<file path="src/rtl/ahb2apb3_pkg.sv">
// Shared types and bus encodings for the AHB-Lite to APB3 bridge.
package ahb2apb3_pkg;

  typedef enum logic [2:0] {
    ST_IDLE,
    ST_WDATA,
    ST_SETUP,
    ST_ACCESS,
    ST_ERR1,
    ST_ERR2
  } state_t;

  localparam logic [1:0] HTRANS_IDLE   = 2'b00;
  localparam logic [1:0] HTRANS_BUSY   = 2'b01;
  localparam logic [1:0] HTRANS_NONSEQ = 2'b10;
  localparam logic [1:0] HTRANS_SEQ    = 2'b11;

  localparam logic [1:0] HRESP_OKAY  = 2'b00;
  localparam logic [1:0] HRESP_ERROR = 2'b01;

endpackage

</file>
<file path="src/rtl/apb3_slave_mux.sv">
// One-hot PSEL decode and return-path selection for the addressed APB slave.
module apb3_slave_mux #(
  parameter int NUM_SLV = 4,
  parameter int DATA_W  = 32,
  parameter int IDX_W   = 2
) (
  input  logic [IDX_W-1:0]          idx,
  input  logic                      en,
  output logic [NUM_SLV-1:0]        psel,
  input  logic [NUM_SLV*DATA_W-1:0] prdata,
  input  logic [NUM_SLV-1:0]        pready,
  input  logic [NUM_SLV-1:0]        pslverr,
  output logic [DATA_W-1:0]         sel_prdata,
  output logic                      sel_pready,
  output logic                      sel_pslverr
);

  // An index past NUM_SLV matches no lane: no select, no ready, no data.
  always_comb begin
    psel        = '0;
    sel_prdata  = '0;
    sel_pready  = 1'b0;
    sel_pslverr = 1'b0;
    for (int i = 0; i < NUM_SLV; i++) begin
      if (idx == IDX_W'(i)) begin
        psel[i]     = en;
        sel_prdata  = prdata[i*DATA_W +: DATA_W];
        sel_pready  = pready[i];
        sel_pslverr = pslverr[i];
      end
    end
  end

endmodule

</file>
<file path="src/rtl/ahb2apb3_mux_bridge.sv">
// AHB-Lite slave to multi-slave APB3 bridge; FSM and bus registers live here.
module ahb2apb3_mux_bridge
  import ahb2apb3_pkg::*;
#(
  parameter int ADDR_W  = 32,
  parameter int DATA_W  = 32,
  parameter int NUM_SLV = 4,
  parameter int SLV_AW  = 12,
  parameter int TIMEOUT = 256
) (
  input  logic                      HCLK,
  input  logic                      HRESET,
  input  logic                      HSEL,
  input  logic                      HREADY,
  input  logic [ADDR_W-1:0]         HADDR,
  input  logic [1:0]                HTRANS,
  input  logic                      HWRITE,
  input  logic [DATA_W-1:0]         HWDATA,
  output logic [DATA_W-1:0]         HRDATA,
  output logic                      HREADYOUT,
  output logic [1:0]                HRESP,
  output logic [ADDR_W-1:0]         PADDR,
  output logic                      PWRITE,
  output logic                      PENABLE,
  output logic [DATA_W-1:0]         PWDATA,
  output logic [NUM_SLV-1:0]        PSEL,
  input  logic [NUM_SLV*DATA_W-1:0] PRDATA,
  input  logic [NUM_SLV-1:0]        PREADY,
  input  logic [NUM_SLV-1:0]        PSLVERR
);

  localparam int IDX_W = (NUM_SLV <= 1) ? 1 : $clog2(NUM_SLV);

  state_t             state, nxt;
  logic [IDX_W-1:0]   slv_idx;
  logic [15:0]        wait_cnt;
  logic               xfer_req, valid, capture, idx_bad, timeout_hit, mux_en;
  logic [DATA_W-1:0]  sel_prdata;
  logic               sel_pready, sel_pslverr;

  always_comb begin
    case (HTRANS)
      HTRANS_NONSEQ, HTRANS_SEQ: xfer_req = 1'b1;
      HTRANS_IDLE, HTRANS_BUSY:  xfer_req = 1'b0;
      default:                   xfer_req = 1'b0;
    endcase
  end

  assign valid       = HSEL & HREADY & xfer_req;
  assign capture     = valid && (state == ST_IDLE || state == ST_ERR2);
  assign idx_bad     = (32'(slv_idx) >= 32'(NUM_SLV));
  assign timeout_hit = (TIMEOUT != 0) && (wait_cnt == 16'(TIMEOUT - 1));

  apb3_slave_mux #(.NUM_SLV(NUM_SLV), .DATA_W(DATA_W), .IDX_W(IDX_W)) u_mux (
    .idx(slv_idx), .en(mux_en), .psel(PSEL),
    .prdata(PRDATA), .pready(PREADY), .pslverr(PSLVERR),
    .sel_prdata(sel_prdata), .sel_pready(sel_pready), .sel_pslverr(sel_pslverr)
  );

  always_ff @(posedge HCLK) begin
    if (HRESET) state <= ST_IDLE;
    else        state <= nxt;
  end

  always_comb begin
    nxt       = state;
    HREADYOUT = 1'b1;
    HRESP     = HRESP_OKAY;
    PENABLE   = 1'b0;
    mux_en    = 1'b0;
    case (state)
      ST_IDLE:  if (valid) nxt = ST_WDATA;
      ST_WDATA: begin
        HREADYOUT = 1'b0;
        nxt       = idx_bad ? ST_ERR1 : ST_SETUP;
      end
      ST_SETUP: begin
        HREADYOUT = 1'b0;
        mux_en    = 1'b1;
        nxt       = ST_ACCESS;
      end
      ST_ACCESS: begin
        HREADYOUT = 1'b0;
        mux_en    = 1'b1;
        PENABLE   = 1'b1;
        // A ready in the same cycle as the timeout still completes normally.
        if (sel_pready)       nxt = sel_pslverr ? ST_ERR1 : ST_IDLE;
        else if (timeout_hit) nxt = ST_ERR1;
      end
      ST_ERR1: begin
        HREADYOUT = 1'b0;
        HRESP     = HRESP_ERROR;
        nxt       = ST_ERR2;
      end
      ST_ERR2: begin
        HRESP = HRESP_ERROR;
        nxt   = valid ? ST_WDATA : ST_IDLE;
      end
      default: nxt = ST_IDLE;
    endcase
  end

  always_ff @(posedge HCLK) begin
    if (HRESET) begin
      PADDR    <= '0;
      PWRITE   <= 1'b0;
      PWDATA   <= '0;
      HRDATA   <= '0;
      slv_idx  <= '0;
      wait_cnt <= '0;
    end else begin
      if (capture) begin
        PADDR   <= HADDR;
        PWRITE  <= HWRITE;
        slv_idx <= HADDR[SLV_AW+IDX_W-1:SLV_AW];
      end
      if (state == ST_WDATA && PWRITE) PWDATA <= HWDATA;
      if (state == ST_SETUP)
        wait_cnt <= '0;
      else if (state == ST_ACCESS && !sel_pready)
        wait_cnt <= wait_cnt + 16'd1;
      if (state == ST_ACCESS && sel_pready && !sel_pslverr && !PWRITE)
        HRDATA <= sel_prdata;
    end
  end

endmodule

</file>
<file path="config.mk">
export PLATFORM = sky130hd
export DESIGN_NAME = ahb2apb3_mux_bridge
export DESIGN_NICKNAME = d
export VERILOG_FILES = /design/src/rtl/ahb2apb3_pkg.sv /design/src/rtl/apb3_slave_mux.sv /design/src/rtl/ahb2apb3_mux_bridge.sv
export SDC_FILE = /design/constraint.sdc
export NUM_CORES = 1
export LEC_CHECK = 0
export ABC_CLOCK_PERIOD_IN_PS = 5600
export BUFFER_PORTS_ARGS = -buffer_cell sky130_fd_sc_hd__clkbuf_2
export CAP_MARGIN = 10
export CORE_AREA = 2 2 123 125
export DETAILED_ROUTE_END_ITERATION = 8
export DIE_AREA = 0 0 125 127
export GPL_ROUTABILITY_DRIVEN = 0
export PLACE_DENSITY = 0.72
export SLEW_MARGIN = 25
export SYNTH_ARGS = -nofsm -noshare
export SYNTH_HDL_FRONTEND = slang
export SYNTH_SLANG_ARGS = --single-unit
</file>
<file path="constraint.sdc">
create_clock -name HCLK -period 5.6 [get_ports HCLK]
set_clock_uncertainty 0.05 [all_clocks]
set_input_delay 0.56 -clock HCLK [delete_from_list [all_inputs] [get_ports HCLK]]
set_output_delay 0.56 -clock HCLK [all_outputs]
set_load 0.05 [all_outputs]
</file>
# Yosys cells after proc, flatten, opt, wreduce, memory -nomap -nowiden

Index checks and enable logic that the tools add are counted.

Register bits: 118
Output and inout bits: 105
Word-level logic and storage cells: 71

Add/sub/neg operators: 1
Equality and inequality tests: 14
Muxes and demuxes: 27
Bitwise operators: 2
Reduce and logical (&&, ||, !) cells: 20

Operator list:

| kind                                                  | count |
|---|---|
| two-way mux 32 bit                                    | 4 |
| case mux 3 bit (6 select lines)                       | 1 |
| two-way mux 1 bit                                     | 17 |
| adder 16 x 1 -> 16 bit (second input constant)        | 1 |
| equality test 16 x 8 -> 1 bit (second input constant) | 1 |
| two-way mux 3 bit                                     | 4 |
| OR reduction 2 bit                                    | 5 |
| equality test 2 bit (second input constant)           | 4 |
| equality test 3 x 2 -> 1 bit (second input constant)  | 2 |
| equality test 3 bit (second input constant)           | 2 |
| logical AND 1 bit                                     | 6 |
| equality test 2 x 1 -> 1 bit (second input constant)  | 2 |
| logical NOT 2 bit                                     | 2 |
| OR reduction 4 bit                                    | 1 |
| equality test 3 x 1 -> 1 bit (second input constant)  | 1 |
| logical NOT 1 bit                                     | 3 |
| logical NOT 3 bit                                     | 1 |
| inequality test 3 bit (second input constant)         | 1 |
| AND 1 bit                                             | 2 |
| inequality test 2 bit (second input constant)         | 1 |
| case mux 1 bit (2 select lines)                       | 1 |
| AND reduction 2 bit                                   | 1 |
| logical OR 1 bit                                      | 1 |

# Logic depth before layout (Yosys ltp)

Gate-level depths: netlist (run 1).

Word-level depth: 8
Gate-level depth with buffers: 7
Mapped depth without buffers: 5

# Cells and area by module

A second synthesis (run 1) with hierarchy kept.

Cell total of the unflattened synthesis: 592
Area total of the unflattened synthesis: 5200.0 µm²

Modules (own cells, without submodules):

| module              | times used | cells an instance | area each (µm²) | sequential area each (µm²) |
|---|---|---|---|---|
| ahb2apb3_mux_bridge | 1          | 546               | 4327.9          | 2322.2 |
| apb3_slave_mux      | 1          | 46                | 872.1           | 0.0 |

# Worst setup path after synthesis (run 1)

Ideal clock, no wire load.

Path type: reg-to-output
From: register, netlist name PADDR[12]
To: output PSEL[1]
Arrival: 2338 ps
Required time: 4990 ps
Setup slack: 2652 ps
Cell stages (with the launch flop): 3
Buffers on the path: 1
Cell sequence: dfxtp_1 -> buf_1 -> nor3b_1

RTL lines:

| what             | line                      | text |
|---|---|---|
| end: declaration | ahb2apb3_mux_bridge.sv:26 | `output logic [NUM_SLV-1:0] PSEL,` |

==> run_results.csv, run 1 <==
group,metric,value,unit
global_routing,grt_pass1_vias,5150,
synth,syn_area_per_cell,8.68,µm²
timing,slew_violations,0,
floorplan,placementRows,44,
synth,netlist_area,5260,µm²
drt,initialDrtViolationCount,248,
synth,synth-edff-count,0,
global_routing,track_usage,21.3,%
clock_network,numCtsBuffers,17,
synth,synthTopCellsByCount,"nand2_1, dfxtp_1, a21oi_1, clkbuf_1, o21ai_0",
drt,ant_nets,0,
synth,synth_nets,814,
floorplan,initial_core_util,36.5,%
placed_design,place_area,6900,µm²
power,p_per_area,297,nW/µm²
clock_network,cts_resized,0,
floorplan,dieHeight,127,µm
synth,synth_top_area_share,44.1,%
timing,timing.fmax,356,MHz
drt,dr_total_vias,5468,
status,status,"complete, no violations",
synth,synthCells,606,
clock_network,cts.sinks,116,
timing,setup_viol,0,
finish,final_nets,1097,
synth,seq_area_frac_synth,44.1,%
timing,post-route-period-util,50.2,%
floorplan,fp.dieW,125,µm
finish,fillCellCount,1398,
setup_path,ff2ff_setup_slack,2.79,ns
clock_network,cts.clk_slew.worst_paths,0.05,ns
drt,vias_per_cell,5.03,
clock_network,clockBufferDepth,2,
timing,tns,0,ns
synth,ys_ff_latch,116,
flow_run,cap_viol_max_count,0,
setup_path,crit_start,"PADDR[13]",
drt,dr.pass1.iters,5,
timing,rsz0062_at_grt,"no",
hold_path,min_path_type,"in -> reg",
clock_network,cts_root_buffer,"clkbuf_16",
setup_path,start_kind,"flip-flop",
global_routing,grt_overflow,0,
setup_path,endpoint,"wait_cnt[9]",
synth,synthArstFlopShare,0,%
finish,area_growth,43.0,%
clock_network,htree_levels,4,
global_routing,grt_max_degree,80,
floorplan,die_area,15900,µm²
drt,totalWireLength,17.2,mm
setup_path,criticalPathCategory,"reg -> reg",
clock_network,clock_latency,0.40,ns
setup_path,r2r-end,"wait_cnt[9]",
clock_network,cts_setup_buffers,0,
synth,ys_types,34,
timing,fin_crit,2.81,ns
floorplan,coreArea,14400,µm²
finish,final_area,7530,µm²
global_routing,grt_pass1_wl,26.8,mm
setup_path,r2r_cells,4,
synth,ys_warn_count,0,
clock_network,tritoncts,"done",
floorplan,io_pins,312,
finish,layout-drive-gt1-share,42.7,%
synth,ys_top_cells_by_area,"dfxtp_1, mux4_2, a21oi_1",
timing,worstMarginPinSlew,0.979,ns
drt,drcViolationCount,0,
clock_network,cts_hold_buf,0,
timing,hold_violations,0,
setup_path,cp_max_fo,41,
setup_path,required,5.88,ns
setup_path,cp-end-kind,"flip-flop",
drt,wl_per_cell,15.8,µm
placed_design,dp_hpwl,12.7,mm
synth,yosysMostFrequentCell,"nand2_1",
timing,slew_headroom,34.7,%
power,leakage,3.17,nW
setup_path,arrival,3.09,ns
power,vdd_drop_max,0.000216,V
synth,synth_ff_type,"dfxtp_1",
setup_path,crit-reg2reg-launch,"PADDR[13]",
synth,yosys.area.top_type,"dfxtp_1",
global_routing,antenna_found_initial,0,
placed_design,io_buffers,309,
## critical path, cell delays in order (launching register included)
cell	delay [ns]
dfxtp_2	0.96
mux4_2	0.53
or3_1	0.51
or4_1	0.50
a21oi_1	0.14
## final cells by class
type,count,area (µm²),area share (%)
multi-input cells,435,2740,36.4
flip-flops and latches,116,2320,30.9
well taps,184,230,3.06
clock buffers,22,464,6.17
repair buffers,315,1590,21.2
diodes,2,5.00,0.0665
inverters,4,15.0,0.200
clock inverters,9,153,2.03
## per-stage QoR
stage	hold slack, ns	utilization [%]	worst slack (ns)	instances	power (mW)
6_report	0.318	52.2	2.79	1087	2.24
5_1_grt	0.317	52.1	2.61	1085	2.33
4_1_cts	0.302	52.1	2.80	1085	2.26
3_5_place_dp	0.396	47.9	2.82	1054	1.13
3_3_place_gp	0.392	47.9	2.86	1054	1.13
2_1_floorplan	0.402	-	2.65	606	1.02
## power by group
group / internal [mW] / switching (mW)
clock network: 0.763 / 0.361
logic: 0.109 / 0.149
registers: 0.840 / 0.0150
total: 1.71 / 0.525
## state kept, by name (all words and copies together), names as in the netlist
name / count
HRDATA: 32
PADDR: 32
PWDATA: 32
wait_cnt: 16
state: 3
PWRITE: 1
## placed cells by master (no fill, tap or decap), types with 4 or more instances in the layout
cell type  Yosys  layout
nand3_1       37      37
nand2_1      142     142
or4_1          4       4
inv_1          4       4
o21ai_0       38      38
clkbuf_2       0     308
a21oi_1      108     108
buf_4          1       7
o31ai_1        4       4
xor2_1         4       4
nand2b_1       6       6
nor4_1         6       6
or3_1          7       6
xnor2_1        7       7
mux4_2        35      35
dfxtp_1      116     114
bufinv_16      0       4
nor2_1        13      12
clkbuf_16      0      17
nor2b_1        5       5
## logic make-up (layout without fill, tap and decap cells)
| logic type | Yosys count | after routing | synth area share [%] |
|---|---|---|---|
| buffers and inverters | 55 | 350 | 4.09 |
| multiplexers | 35 | 35 | 15.0 |
| other | 1 | 3 | 0.0713 |
| AND/OR/NAND/NOR | 234 | 234 | 19.8 |
| AO/OA/AOI/OAI | 153 | 153 | 14.9 |
| flip-flops | 116 | 116 | 44.1 |
| adder cells (fa/ha/maj) | 1 | 1 | 0.238 |
| XOR/XNOR | 11 | 11 | 1.83 |
## layer usage
| metal | GRT usage [%] | share of wire, % |
|---|---|---|
| met1 | 25.8 | 41 |
| met2 | 36.1 | 51 |
| met3 | 7.04 | 7.0 |
| met4 | 6.60 | 1.3 |
| met5 | 0 | 0 |
## worst min-delay path by stage
| stage | start | depth (start not counted) | end | slack, ns |
|---|---|---|---|---|
| 6_report | HADDR[13] | 3 | PADDR[13] | 0.32 |
| 5_1_grt | HWDATA[16] | 3 | PWDATA[16] | 0.32 |
| 4_1_cts | HADDR[13] | 3 | PADDR[13] | 0.30 |
| 3_5_place_dp | PWDATA[29] | 2 | PWDATA[29] | 0.40 |
| 3_3_place_gp | PADDR[21] | 2 | PADDR[21] | 0.39 |
| 2_1_floorplan | wait_cnt[15] | 2 | wait_cnt[15] | 0.40 |
Power figures use the tool's default switching activity.
==> inputs of run 2 (changes only) <==
--- a/config.mk
+++ b/config.mk
@@ -5,14 +5,14 @@
 export SDC_FILE = /design/constraint.sdc
 export NUM_CORES = 1
 export LEC_CHECK = 0
-export ABC_CLOCK_PERIOD_IN_PS = 5600
+export ABC_CLOCK_PERIOD_IN_PS = 2800
 export BUFFER_PORTS_ARGS = -buffer_cell sky130_fd_sc_hd__clkbuf_2
 export CAP_MARGIN = 10
-export CORE_AREA = 2 2 123 125
+export CORE_AREA = 2 2 120 122
 export DETAILED_ROUTE_END_ITERATION = 8
-export DIE_AREA = 0 0 125 127
+export DIE_AREA = 0 0 122 124
 export GPL_ROUTABILITY_DRIVEN = 0
-export PLACE_DENSITY = 0.72
+export PLACE_DENSITY = 0.75
 export SLEW_MARGIN = 25
 export SYNTH_ARGS = -nofsm -noshare
 export SYNTH_HDL_FRONTEND = slang
==> constraint.sdc (replaced) <==
create_clock -name HCLK -period 2.8 [get_ports HCLK]
set_clock_uncertainty 0.05 [all_clocks]
set_input_delay 0.28 -clock HCLK [delete_from_list [all_inputs] [get_ports HCLK]]
set_output_delay 0.28 -clock HCLK [all_outputs]
set_load 0.05 [all_outputs]
==> run 2 against run 1 <==
Total power rose by 97%. Via count rose by 1.6%. Combinational power rose by 110%. Global-route usage rose by 1.2 points. Critical endpoint is now PSEL[1]. Wire length rose by 0.16%. Utilization rose by 2.8 points. Register-to-register slack got worse by 2.2 ns. Highest routed layer unchanged. Hold slack got worse by 0.28 ns. First-iteration DRC count rose by 60%.
==> run_results.csv, run 2 (synthesis results as in run 1) <==
group,metric,value,unit
finish,final_cell_mix,"clkbuf_2, nand2_1, dfxtp_1, a21oi_1, o21ai_0",
timing,slew_headroom,53.8,%
clock_network,cts.clk_slew.worst_paths,0.05,ns
finish,final_common_cell,"clkbuf_2",
finish,largestRegisters,"HRDATA x32, PADDR x32, PWDATA x32",
floorplan,io_pins,312,
timing,slew_violations,0,
floorplan,placementRows,43,
timing,timing.fmax,449,MHz
setup_path,cp-end-kind,"output port",
setup_path,arrival,1.90,ns
clock_network,tritoncts,"done",
setup_path,criticalPathCategory,"reg -> out",
drt,dr_total_vias,5553,
timing,whs,0.0430,ns
global_routing,track_usage,22.5,%
finish,seqCellArea,2320,µm²
clock_network,cts_root_buffer,"clkbuf_16",
global_routing,grt_max_degree,69,
drt,wl_per_cell,15.9,µm
hold_path,min_path_type,"in -> reg",
timing,worstMarginPinSlew,0.693,ns
drt,dr.pass1.iters,5,
power,vdd_drop_max,0.000376,V
clock_network,clock_latency,0.40,ns
clock_network,cts_setup_buffers,0,
floorplan,initial_core_util,38.4,%
global_routing,grt_pass1_wl,26.0,mm
setup_path,r2r-end,"wait_cnt[9]",
floorplan,die_area,15100,µm²
hold_path,holdPathStages,3,
drt,initialDrtViolationCount,396,
finish,area_growth,43.4,%
hold_path,holdPathEnd,"PWDATA[13]",
clock_network,clockBufferDepth,2,
setup_path,cp_max_fo,40,
timing,tns,0,ns
setup_path,r2r_cells,4,
finish,multiInputGateArea,2740,µm²
timing,setup_viol,0,
drt,ant_nets,0,
clock_network,numCtsBuffers,17,
finish,antenna_cells,0,
flow_run,cap_viol_max_count,0,
finish,layout-drive-gt1-share,42.9,%
global_routing,antenna_found_initial,0,
drt,totalWireLength,17.3,mm
finish,fillCellCount,1304,
finish,final_nets,1101,
floorplan,coreArea,13700,µm²
power,leakage,3.19,nW
global_routing,grt_pass1_vias,5204,
global_routing,grt_overflow,0,
clock_network,cts_hold_buf,0,
drt,drcViolationCount,0,
clock_network,cts.sinks,116,
timing,post-route-period-util,79.6,%
timing,fin_crit,2.23,ns
hold_path,worstHoldStart,"HWDATA[13]",
clock_network,htree_levels,4,
setup_path,ff2ff_setup_slack,0.58,ns
drt,vias_per_cell,5.12,
placed_design,io_buffers,309,
clock_network,cts_resized,0,
placed_design,dp_hpwl,12.9,mm
power,finalPower,4.41,mW
setup_path,start_kind,"flip-flop",
timing,hold_violations,0,
floorplan,dieHeight,124,µm
setup_path,crit-reg2reg-launch,"PADDR[12]",
timing,rsz0062_at_grt,"no",
floorplan,fp.dieW,122,µm
setup_path,required,2.47,ns
status,status,"complete, no violations",
power,p_per_area,584,nW/µm²
finish,post-route-util,55.0,%
## run 2: changes by cell type in the layout (fill, tap and decap cells not counted), sizes merged
| cell | change |
|---|---|
| bufinv | -1 |
| clkinvlp | -1 |
| buf | +4 |
| diode | -2 |
| clkinv | +2 |
## run 2: worst max path at each step
| stage | to | slack (ns) | start |
|---|---|---|---|
| detailed placement | wait_cnt[9] | 0.55 | PREADY[3] |
| global route | PSEL[1] | 0.39 | PADDR[12] |
| floorplan | PSEL[1] | 0.13 | PADDR[12] |
| global placement | wait_cnt[15] | 0.58 | PREADY[2] |
| CTS | PSEL[1] | 0.50 | PADDR[12] |
| finish | PSEL[1] | 0.57 | PADDR[12] |
## run 2: per-stage QoR
stage          area (µm²)  setup WS, ns  cells
2_1_floorplan        5260         0.132    606
3_3_place_gp         6950         0.577   1054
3_5_place_dp         6950         0.550   1054
4_1_cts              7550         0.498   1085
5_1_grt              7550         0.387   1085
6_report             7550         0.572   1085
## run 2: metal layers
metal	up-vias	wire (µm)	share of wire, %	global-route usage [%]
met2	244	8760	51	37.7
met1	2578	6820	39	27.1
met5	-	0	0	0
met4	0	424	2.5	9.12
met3	26	1260	7.3	6.59
li1	2705	-	-	-
## run 2: report_power, final
part,internal (mW),switching (mW)
clock network,1.44,0.739
logic,0.223,0.309
registers,1.68,0.0210
total,3.34,1.07
## run 2: layout make-up
cell class	instances	share of cell area, %
multi-input cells	435	36.3
flip-flops and latches	116	30.8
well taps	180	2.98
clock buffers	22	6.15
inverters	4	0.199
clock inverters	9	1.71
repair buffers	319	21.9
## run 2: critical path, cell delays in order (launching register included)
cell and delay [ns]:
dfxtp_2 0.33, buf_4 0.56, nor3b_1 0.26, clkbuf_2 0.34
==> inputs of run 3 (changes only) <==
--- a/config.mk
+++ b/config.mk
@@ -5,12 +5,12 @@
 export SDC_FILE = /design/constraint.sdc
 export NUM_CORES = 1
 export LEC_CHECK = 0
-export ABC_CLOCK_PERIOD_IN_PS = 2800
+export ABC_CLOCK_PERIOD_IN_PS = 2000
 export BUFFER_PORTS_ARGS = -buffer_cell sky130_fd_sc_hd__clkbuf_2
 export CAP_MARGIN = 10
-export CORE_AREA = 2 2 120 122
+export CORE_AREA = 2 2 122 124
 export DETAILED_ROUTE_END_ITERATION = 8
-export DIE_AREA = 0 0 122 124
+export DIE_AREA = 0 0 124 126
 export GPL_ROUTABILITY_DRIVEN = 0
 export PLACE_DENSITY = 0.75
 export SLEW_MARGIN = 25
==> constraint.sdc (replaced) <==
create_clock -name HCLK -period 2 [get_ports HCLK]
set_clock_uncertainty 0.05 [all_clocks]
set_input_delay 0.2 -clock HCLK [delete_from_list [all_inputs] [get_ports HCLK]]
set_output_delay 0.2 -clock HCLK [all_outputs]
set_load 0.05 [all_outputs]
==> run 3 against run 2 <==
Total power is 47% higher. Largest cell class unchanged. Register-to-register slack got worse by 0.56 ns. Die area is 3.3% higher. Sequential share of layout area down 3.1 points. Flip-flop and latch count unchanged.
==> run_results.csv, run 3 (synthesis results as in run 1) <==
group,metric,value,unit
power,swShare,24.7,%
global_routing,grt_overflow,0,
floorplan,die_area,15600,µm²
timing,post-route-period-util,99.1,%
drt,vias_per_cell,5.17,
placed_design,numPlacedInstances,1069,
setup_path,critPathBufInv,1,
finish,final_nets,1175,
drt,ant_nets,0,
finish,layout-drive-gt1-share,42.1,%
clock_network,cts.sinks,116,
setup_path,crit_chain,"mux4_2 -> or3_4 -> buf_4 -> o31ai_2 -> a21oi_2",
power,p_seq_share,36.7,%
setup_path,start_kind,"flip-flop",
clock_network,clock_latency,0.42,ns
setup_path,required,2.22,ns
drt,drcViolationCount,0,
power,comb_power_share,13.9,%
timing,rsz0062_at_grt,"yes",
setup_path,path_delay_family,"multiplexers",
flow_run,cap_viol_max_count,0,
hold_path,min_path_type,"in -> reg",
status,status,"complete, no violations",
power,leakage,3.54,nW
finish,seqCellArea,2330,µm²
power,vdd_drop_max,0.000549,V
global_routing,grt_pass1_wl,29.2,mm
clock_network,htree_levels,4,
finish,area_growth,59.3,%
power,p_clk_share,49.5,%
clock_network,cts_root_buffer,"clkbuf_16",
floorplan,dieHeight,126,µm
clock_network,cts.clk_slew.worst_paths,0.05,ns
floorplan,io_pins,312,
timing,timing.fmax,504,MHz
global_routing,track_usage,24.3,%
timing,setup_viol,0,
drt,initialDrtViolationCount,297,
power,switchingPower,1.59,mW
clock_network,clockBufferDepth,2,
timing,tns,0,ns
finish,largestRegisters,"HRDATA x32, PADDR x32, PWDATA x32",
finish,fillCellCount,1281,
finish,multiInputGateArea,2840,µm²
setup_path,criticalPathCategory,"reg -> reg",
drt,dr.pass1.iters,5,
clock_network,cts_setup_buffers,0,
timing,worstMarginPinSlew,0.664,ns
setup_path,cp-end-kind,"flip-flop",
setup_path,critPathSlowestCell,"mux4_2",
drt,wl_per_cell,16.5,µm
global_routing,antenna_found_initial,0,
floorplan,coreArea,14300,µm²
floorplan,placementRows,44,
global_routing,grt_pass1_vias,5941,
finish,final_cell_mix,"clkbuf_2, nand2_1, dfxtp_1, a21oi_1, dlygate4sd3_1",
timing,fin_crit,1.98,ns
placed_design,io_buffers,309,
power,p_int,4.87,mW
setup_path,slowest_delay,0.53,ns
power,p_per_area,771,nW/µm²
finish,final_cells,1163,
setup_path,arrival,2.20,ns
global_routing,grt_max_degree,101,
clock_network,numCtsBuffers,17,
finish,final_common_cell,"clkbuf_2",
drt,dr_total_vias,6011,
timing,slew_headroom,55.7,%
timing,hold_violations,0,
floorplan,fp.dieW,124,µm
finish,antenna_cells,0,
timing,slew_violations,0,
setup_path,cp_max_fo,8,
placed_design,dp_hpwl,12.8,mm
floorplan,initial_core_util,36.8,%
drt,totalWireLength,19.2,mm
clock_network,tritoncts,"done",
-- run 3: changes by cell type in the layout (fill, tap and decap cells not counted), moves of 2 or more --
| cell | change |
|---|---|
| buf_4 | +9 |
| clkbuf_2 | -3 |
| buf_8 | +2 |
| or4_1 | -2 |
| or3_1 | -2 |
| or4_4 | +2 |
| dlygate4sd3_1 | +62 |
| clkbuf_1 | -2 |
| clkinv_2 | -2 |
| or3_4 | +2 |
| nor2_1 | -2 |
| clkbuf_4 | +3 |
| clkinv_4 | +2 |
-- run 3: stage by stage --
step                area (µm²)  total power, mW  utilization [%]  worst slack [ns]  hold slack [ns]
finish                    8390             6.46             58.6            0.0172          0.00573
global route              8390             6.70             58.6           -0.0455           0.0148
CTS                       8310             6.49             58.1            0.0269         0.000956
detailed placement        7050             3.19             49.3           -0.0403            0.379
global placement          7050             3.18             49.3           0.00448            0.373
floorplan                 5300             2.86                -            -0.136            0.276
-- run 3: cell type report --
type / count / share of cell area, %
flip-flops and latches: 116 / 27.8
multi-input cells: 437 / 33.8
well taps: 184 / 2.75
clock inverters: 12 / 2.15
repair buffers: 391 / 28.1
clock buffers: 19 / 5.28
inverters: 4 / 0.179
-- run 3: power by group through the flow --
stage          Combinational (mW)  Sequential (mW)  Clock (mW)
2_1_floorplan               0.333             2.53           0
3_3_place_gp                0.763             2.42           0
3_5_place_dp                0.776             2.42           0
4_1_cts                     0.877             2.37        3.25
5_1_grt                     0.964             2.37        3.36
6_report                    0.897             2.37        3.20
-- run 3: worst paths after layout --
path / startpoint / end / slack [ns] / depth (start not counted)
worst min-delay path: HADDR[13] / PADDR[13] / 0.006 / 3
worst max register to register: PADDR[12] / wait_cnt[9] / 0.02 / 5
worst min register to register: PWDATA[25] / PWDATA[25] / 0.40 / 2
worst max-delay path: PADDR[12] / wait_cnt[9] / 0.02 / 5
-- run 3: per-layer routing --
metal / wire [µm] / up-vias / global-route usage (%)
li1: - / 2861 / -
met4: 600 / 0 / 10.2
met3: 1380 / 54 / 7.84
met1: 7410 / 2832 / 27.7
met2: 9780 / 264 / 41.4
met5: 0 / - / 0
-- run 3: repair_timing --
item                                    4_1_cts  5_1_grt
resized for setup                             6       11
hold buffers                                 62        0
endpoints found under the hold margin        62        0
endpoints found under the setup margin       12       24
cloned                                        0        2
-- run 3: worst reg2reg max path, cell delays in order, from the launching register on --
cell and delay, ns:
dfxtp_4 0.36, mux4_2 0.53, or3_4 0.39, buf_4 0.16, o31ai_2 0.28, a21oi_2 0.09
